--- src/rtl/instruction_memory_loader.sv ---
// instruction_memory_loader: packs a byte stream (valid/ready) into 24-bit
// instructions, MSB first, and writes them to consecutive word addresses
// starting at 0. A load of `length` words ends with a one-cycle `done` pulse.
module instruction_memory_loader #(
  parameter int N = 24,
  parameter int A = 14
) (
  input  logic         clk,
  input  logic         rst,
  input  logic         start,
  input  logic [A:0]   length,
  input  logic [7:0]   byte_in,
  input  logic         byte_valid,
  output logic         byte_ready,
  output logic         we,
  output logic [A-1:0] waddr,
  output logic [N-1:0] wdata,
  output logic         busy,
  output logic         done
);

  localparam logic [1:0] S_IDLE  = 2'd0;
  localparam logic [1:0] S_LOAD  = 2'd1;
  localparam logic [1:0] S_WRITE = 2'd2;
  localparam logic [1:0] S_DONE  = 2'd3;

  logic [1:0]   state_r;
  logic [1:0]   state_nxt_s;
  logic [A:0]   len_r;       // latched word count for this load
  logic [A:0]   word_cnt_r;  // words written so far (A+1 bits: never wraps)
  logic [A:0]   word_inc_s;
  logic [1:0]   byte_cnt_r;  // byte position within the current word (0..2)
  logic [N-1:0] asm_r;       // word assembly shift register
  logic [A-1:0] waddr_r;
  logic [N-1:0] wdata_r;
  logic         last_byte_s;

  assign word_inc_s  = word_cnt_r + {{A{1'b0}}, 1'b1};
  assign last_byte_s = (byte_cnt_r == 2'd2);

  // Outputs are decoded from the registered state only (no path from byte_valid).
  assign byte_ready = (state_r == S_LOAD);
  assign we         = (state_r == S_WRITE);
  assign busy       = (state_r == S_LOAD) || (state_r == S_WRITE);
  assign done       = (state_r == S_DONE);
  assign waddr      = waddr_r;
  assign wdata      = wdata_r;

  // Next-state selection for the load sequencer.
  always_comb begin
    state_nxt_s = state_r;
    case (state_r)
      S_IDLE: begin
        if (start) begin
          if (length == {(A+1){1'b0}}) begin
            state_nxt_s = S_DONE;
          end else begin
            state_nxt_s = S_LOAD;
          end
        end else begin
          state_nxt_s = S_IDLE;
        end
      end
      S_LOAD: begin
        if (byte_valid && last_byte_s) begin
          state_nxt_s = S_WRITE;
        end else begin
          state_nxt_s = S_LOAD;
        end
      end
      S_WRITE: begin
        if (word_inc_s == len_r) begin
          state_nxt_s = S_DONE;
        end else begin
          state_nxt_s = S_LOAD;
        end
      end
      S_DONE:  state_nxt_s = S_IDLE;
      default: state_nxt_s = S_IDLE;
    endcase
  end

  // State, counters, byte assembly and write-port registers.
  always_ff @(posedge clk) begin
    if (rst) begin
      state_r    <= S_IDLE;
      len_r      <= {(A+1){1'b0}};
      word_cnt_r <= {(A+1){1'b0}};
      byte_cnt_r <= 2'd0;
      asm_r      <= {N{1'b0}};
      waddr_r    <= {A{1'b0}};
      wdata_r    <= {N{1'b0}};
    end else begin
      state_r <= state_nxt_s;
      case (state_r)
        S_IDLE: begin
          if (start) begin
            len_r      <= length;
            word_cnt_r <= {(A+1){1'b0}};
            byte_cnt_r <= 2'd0;
          end
        end
        S_LOAD: begin
          if (byte_valid) begin
            asm_r <= {asm_r[N-9:0], byte_in};
            if (last_byte_s) begin
              // Third byte: publish the finished word for the WRITE cycle.
              byte_cnt_r <= 2'd0;
              wdata_r    <= {asm_r[N-9:0], byte_in};
              waddr_r    <= word_cnt_r[A-1:0];
            end else begin
              byte_cnt_r <= byte_cnt_r + 2'd1;
            end
          end
        end
        S_WRITE: begin
          word_cnt_r <= word_inc_s;
          byte_cnt_r <= 2'd0;
        end
        default: begin
          byte_cnt_r <= byte_cnt_r;
        end
      endcase
    end
  end

endmodule

--- config.mk ---
export PLATFORM = sky130hd
export DESIGN_NAME = instruction_memory_loader
export DESIGN_NICKNAME = d
export VERILOG_FILES = /design/src/rtl/instruction_memory_loader.sv
export SDC_FILE = /design/constraint.sdc
export NUM_CORES = 1
export LEC_CHECK = 0
export ABC_AREA = 1
export CAP_MARGIN = 10
export CORE_MARGIN = 2
export CORE_UTILIZATION = 50
export DETAILED_ROUTE_END_ITERATION = 6
export PLACE_DENSITY = 0.88
export SYNTH_ARGS = -nofsm -noshare
export SYNTH_HDL_FRONTEND = slang
export SYNTH_SLANG_ARGS = --single-unit
--- constraint.sdc ---
create_clock -name clk -period 4.9 [get_ports clk]
set_clock_uncertainty 0.1 [all_clocks]
set_input_delay 0.98 -clock clk [delete_from_list [all_inputs] [get_ports clk]]
set_output_delay 0.98 -clock clk [all_outputs]
set_load 0.01 [all_outputs]
Word level (Yosys, flattened, before mapping)
Index checks and enable logic that the tools add are counted.
{ "totals": {"regBits": 88, "latchBits": 0, "ram_bits": 0, "rom_bits": 0, "inputBits": 27, "output_inout_bits": 42, "mem_count": 0} }
{ "op_classes": {"n_addsub": 2, "multipliers": 0, "div": 0, "magnitude_cmp": 0, "n_eq_ne": 7, "shift": 0, "muxes": 11, "n_bitwise": 0, "reduce_logical": 11} }
{ "ops": {"columns": ["cell", "count"], "rows": [
  ["$pmux 15 s2", 1],
  ["$add 15x1->15 const B", 1],
  ["$eq 15x15->1", 1],
  ["$logic_not 15->1", 1],
  ["$mux 15", 1],
  ["$mux 2", 7],
  ["$pmux 2 s4", 1],
  ["$eq 2x2->1 const B", 3],
  ["$pmux 2 s3", 1],
  ["$reduce_and 2->1", 3],
  ["$reduce_and 3->1", 2],
  ["$ne 2x2->1 const B", 2],
  ["$reduce_bool 3->1", 1],
  ["$add 2x1->2 const B", 1],
  ["$eq 2x1->1 const B", 1],
  ["$logic_not 2->1", 1],
  ["$reduce_bool 2->1", 1],
  ["$logic_and 1x1->1", 1],
  ["$logic_or 1x1->1", 1]
]} }

Depth between registers and ports, before layout
{ "logic_depth": {"word_depth": 4, "ltp_mapped": 15, "ltp_nobuf": 15} }

Worst setup path before layout
OpenSTA, ideal clock, no wires.
{ "synth_path": {"path_type": "input port to flip-flop", "start": "input port byte_valid", "end": "register wdata_r[0] (netlist: wdata[0])", "setup_ns": 0.116, "arrival_ns": 1.911, "t_required_ns": 4.684, "slack_ns": 2.773, "path_stages": 6, "path_buffers": 1, "cell_sequence": "nand3_1 > nor2_1 > clkinv_1 > clkbuf_1 > nor2_1 > nor2_1"} }
{ "synth_between": {"elab_chain_cells": 1} }
{ "synth_lines": {"columns": ["item", "line_no", "source"], "rows": [
  ["start: declaration", "13", "input logic byte_valid,"],
  ["$reduce_and 3->1 (no line)", null, null],
  ["end signal: assignment", "92", "wdata_r <= {N{1'b0}};"],
  ["end signal: assignment", "109", "wdata_r <= {asm_r[N-9:0], byte_in};"],
  ["end: declaration", "35", "logic [N-1:0] wdata_r;"]
]} }
Every way passes these cells.
A chain may end at the register's enable or synchronous reset.

Final worst setup path
{ "layout_path": {"start": "input port byte_valid", "end": "register state_r[1]"} }
{ "layout_between": {"elab_chain_cells": 3} }
{ "layout_lines": {"columns": ["item", "line_no", "source"], "rows": [
  ["$logic_and 1x1->1", "65", "if (byte_valid && last_byte_s) begin"],
  ["$mux 2", "65", null],
  ["$pmux 2 s4", "52", "case (state_r)"],
  ["end signal: assignment", "94", "state_r <= state_nxt_s;"],
  ["end: declaration", "27", "logic [1:0] state_r;"]
]} }
Every way passes these cells.

==> qor_table.md <==
| Parameter | Value |
|:---|:---|
| Global-route usage over all layers | 23.9% |
| Wire per inst | 14.0 um |
| Critical path's most frequent cell | nand2_1 |
| Max clock buf depth | 2 |
| Final critical-path setup slack | 1.84 ns |
| Number of vias per cell | 5.28 |
| Rows | 31 |
| Final worst-path cycle share | 62.4% |
| Synthesized flop and latch total | 88 |
| CTS resizes | 0 |
| Horizontal extent of the die | 90.9 um |
| TritonCTS clock tree | yes |
| IO Pins | 69 |
| Count of fill cells added during filler insertion | 672 |
| Slew at the pin closest to its max-slew limit | 1.03 ns |
| Number of antenna violations at the first check in global routing | 0 |
| Pin count of the biggest net entering global routing | 62 |
| Routed WL | 9.69 mm |
| Number of max-slew violations in the final report | 0 |
| Number of antenna-violating nets in the routed design | 0 |
| Total power per unit cell area | 291 mW/mm^2 |
| Number of warnings printed during yosys synthesis | 0 |
| Setup TNS after final layout | 0 ns |
| Mean area per synthesized cell | 7.13 um^2 |
| Max-Slew Margin vs Limit | 31.1% |
| Clock-pin slew on the worst setup and hold paths | 0.09 ns |
| Post-route minimum period | 3.06 ns |
| Starting density of the core | 51.7% |
| Critical Path Source Type | input pin |
| Crit-path cells | clkdlybuf4s50_1, nand3_1, nor2_2, buf_4, clkinv_1, nand2_1, nand2_1, a21oi_1 |
| Finish-stage setup viols | 0 |
| Maximum operating frequency | 327 MHz |
| Number of buffers added by the clock tree synthesis step | 9 |
| Combined area of the multi-input logic cells | 0.00178 mm^2 |
| Setup slack after placement | 1.48 ns |
| Number of post-CTS setup repair buffers | 0 |
| Antenna Diode Count | 0 |
| Crit path capture type | register |
| Number of standard cells after synthesis | 529 |
| Synthesis-to-finish area growth | 24.7% |
| Clock Root Buffer | clkbuf_8 |
| Input/output buffers | 68 |
| CP peak stage delay | 0.70 ns |
| Global route overflow | 0 |
| Core area | 0.00729 mm^2 |
| Latest clock arrival within the worst-skew pair | 0.37 ns |
| Hold_buf cts | 0 |
| Endpoints failing hold | 0 |
| Number of global-route vias before repair | 3524 |
| Fraction of final layout cells sized beyond drive strength 1 | 5.05% |
| Number of nets in the final layout | 621 |
| Number of distinct standard cells referenced by the synthesized netlist | 28 |
| Sequential area share after synthesis | 46.7% |
| Crit path kind | in2reg |
| Global-route wire length before repair | 16.0 mm |
| CTS HTree Levels | 3 |
| Synthesized net count | 561 |
| Register area | 0.00176 mm^2 |
| Highest net fanout along the worst path | 52 |
| Critical Path Slowest Stage Cell | clkinv_1 |
| Leakage | 0.00182 uW |
| Worst IR Drop VDD | 0.174 mV |
| Class of the tightest hold or removal check | reg2reg |
| Req. time, crit path | 5.10 ns |
| Synth Cell Area | 0.00377 mm^2 |
| # DRC | 0 |
| Iter 0 DRT Violations | 221 |
| Final weighted congestion of routability-driven global placement | 0.951 |
| Via count | 3661 |
| RSZ-0062 raised after global routing | false |
| Height of the die | 90.9 um |
| CTS Sinks | 88 |
| Worst path arrival time | 3.25 ns |
| Status | complete, no violations |
| Number of iterations in the first detailed-routing pass | 6 |
| # Max-Cap Violations | 0 |
| Area of the die | 0.00826 mm^2 |
| Detailed placer's ending HPWL | 6.78 mm |
[worst max-delay path: cells and delay by family]
family | cells | cell delay (ns)
AND/OR/NAND/NOR | 4 | 0.53
buffers and inverters | 3 | 1.60
AO/OA/AOI/OAI | 1 | 0.13
[where the power goes]
part | total (uW) | switching (uW) | internal [uW]
clock network | 480 | 285 | 195
logic | 134 | 73.8 | 60.3
registers | 757 | 15.0 | 742
[flip-flops by register name, indices dropped and copies added (netlist names)]
name,cells
wdata,24
word_cnt_r,15
asm_r,16
waddr,14
len_r,15
byte_cnt_r,2
state_r,2
[cell usage after synthesis]
library cell / n / share of area, %
and2_1: 1 / 0.17
clkbuf_1: 21 / 2.1
o21a_1: 1 / 0.20
nor3_1: 4 / 0.53
inv_1: 39 / 3.9
nand2_2: 4 / 0.66
xor2_1: 2 / 0.46
xnor3_1: 1 / 0.60
nor2_1: 95 / 9.5
o21ai_1: 2 / 0.27
xor3_1: 1 / 0.63
buf_2: 1 / 0.13
ha_1: 5 / 1.7
dfxtp_1: 88 / 47
nand2_1: 102 / 10
nor2_2: 5 / 0.83
a31oi_1: 1 / 0.17
nand3b_1: 3 / 0.60
a311oi_1: 1 / 0.23
o21ai_0: 63 / 8.4
nand3_1: 29 / 3.8
nor4_1: 2 / 0.33
nand4_1: 5 / 0.83
clkinv_1: 1 / 0.099
or2_2: 1 / 0.17
a21oi_1: 48 / 6.4
a211oi_1: 2 / 0.40
or4_1: 1 / 0.20
[worst paths after layout]
| check | to | from | slack [ns] | depth (start not counted) |
|---|---|---|---|---|
| setup / recovery | state_r[1] | byte_valid | 1.84 | 8 |
| hold / removal | wdata[6] | wdata[6] | 0.38 | 2 |
| setup reg to reg | state_r[1] | state_r[1] | 2.31 | 9 |
| hold reg to reg | wdata[6] | wdata[6] | 0.38 | 2 |
[layout make-up]
class,instances,share of cell area [%]
repair buffers,71,15.0
inverters,40,3.19
flip-flops and latches,88,37.5
multi-input cells,379,37.8
well taps,99,2.63
clock buffers,9,2.63
clock inverters,7,1.30
[layout by cell type (no fill, tap or decap), drive strengths merged]
master / synthesis / layout
nor4: 2 / 2
a21oi: 48 / 48
xor2: 2 / 2
buf: 1 / 3
o21ai: 65 / 65
nand3b: 3 / 3
a311oi: 1 / 1
or2: 1 / 1
nor2: 100 / 100
clkinvlp: 0 / 2
dfxtp: 88 / 88
nor3: 4 / 4
inv: 39 / 44
ha: 5 / 5
o21a: 1 / 1
nand4: 5 / 5
nand3: 29 / 29
clkdlybuf4s50: 0 / 68
xor3: 1 / 1
clkbuf: 21 / 9
a31oi: 1 / 1
xnor3: 1 / 1
and2: 1 / 1
nand2: 106 / 106
a211oi: 2 / 2
clkinv: 1 / 1
or4: 1 / 1
[kinds of logic after synthesis]
logic type      share of synthesized area (%)
fa+ha+maj                                1.66
flops                                    46.7
compound gates                           16.0
simple gates                             27.8
xor+xnor                                 1.69
buf+inv                                  6.20
[through the flow]
| stage | hold slack, ns | total power [uW] | area, um^2 | utilization, % | cells |
|---|---|---|---|---|---|
| after floorplan | 0.342 | 848 | 3770 | - | 529 |
| after global placement | 0.351 | 901 | 4520 | 62.0 | 677 |
| after detailed placement | 0.360 | 906 | 4520 | 62.0 | 677 |
| after CTS | 0.378 | 1380 | 4700 | 64.5 | 693 |
| after global routing | 0.398 | 1430 | 4700 | 64.5 | 693 |
| final | 0.375 | 1370 | 4700 | 64.5 | 693 |
[metal layers]
metal	part of all wire [%]	GRT usage [%]	vias up
met1	41	28.1	1655
met3	6.1	4.09	32
met4	3.9	14.8	0
met5	0	0	-
li1	-	-	1844
met2	49	40.6	130
No activity file was read; power rests on OpenSTA's default activity.
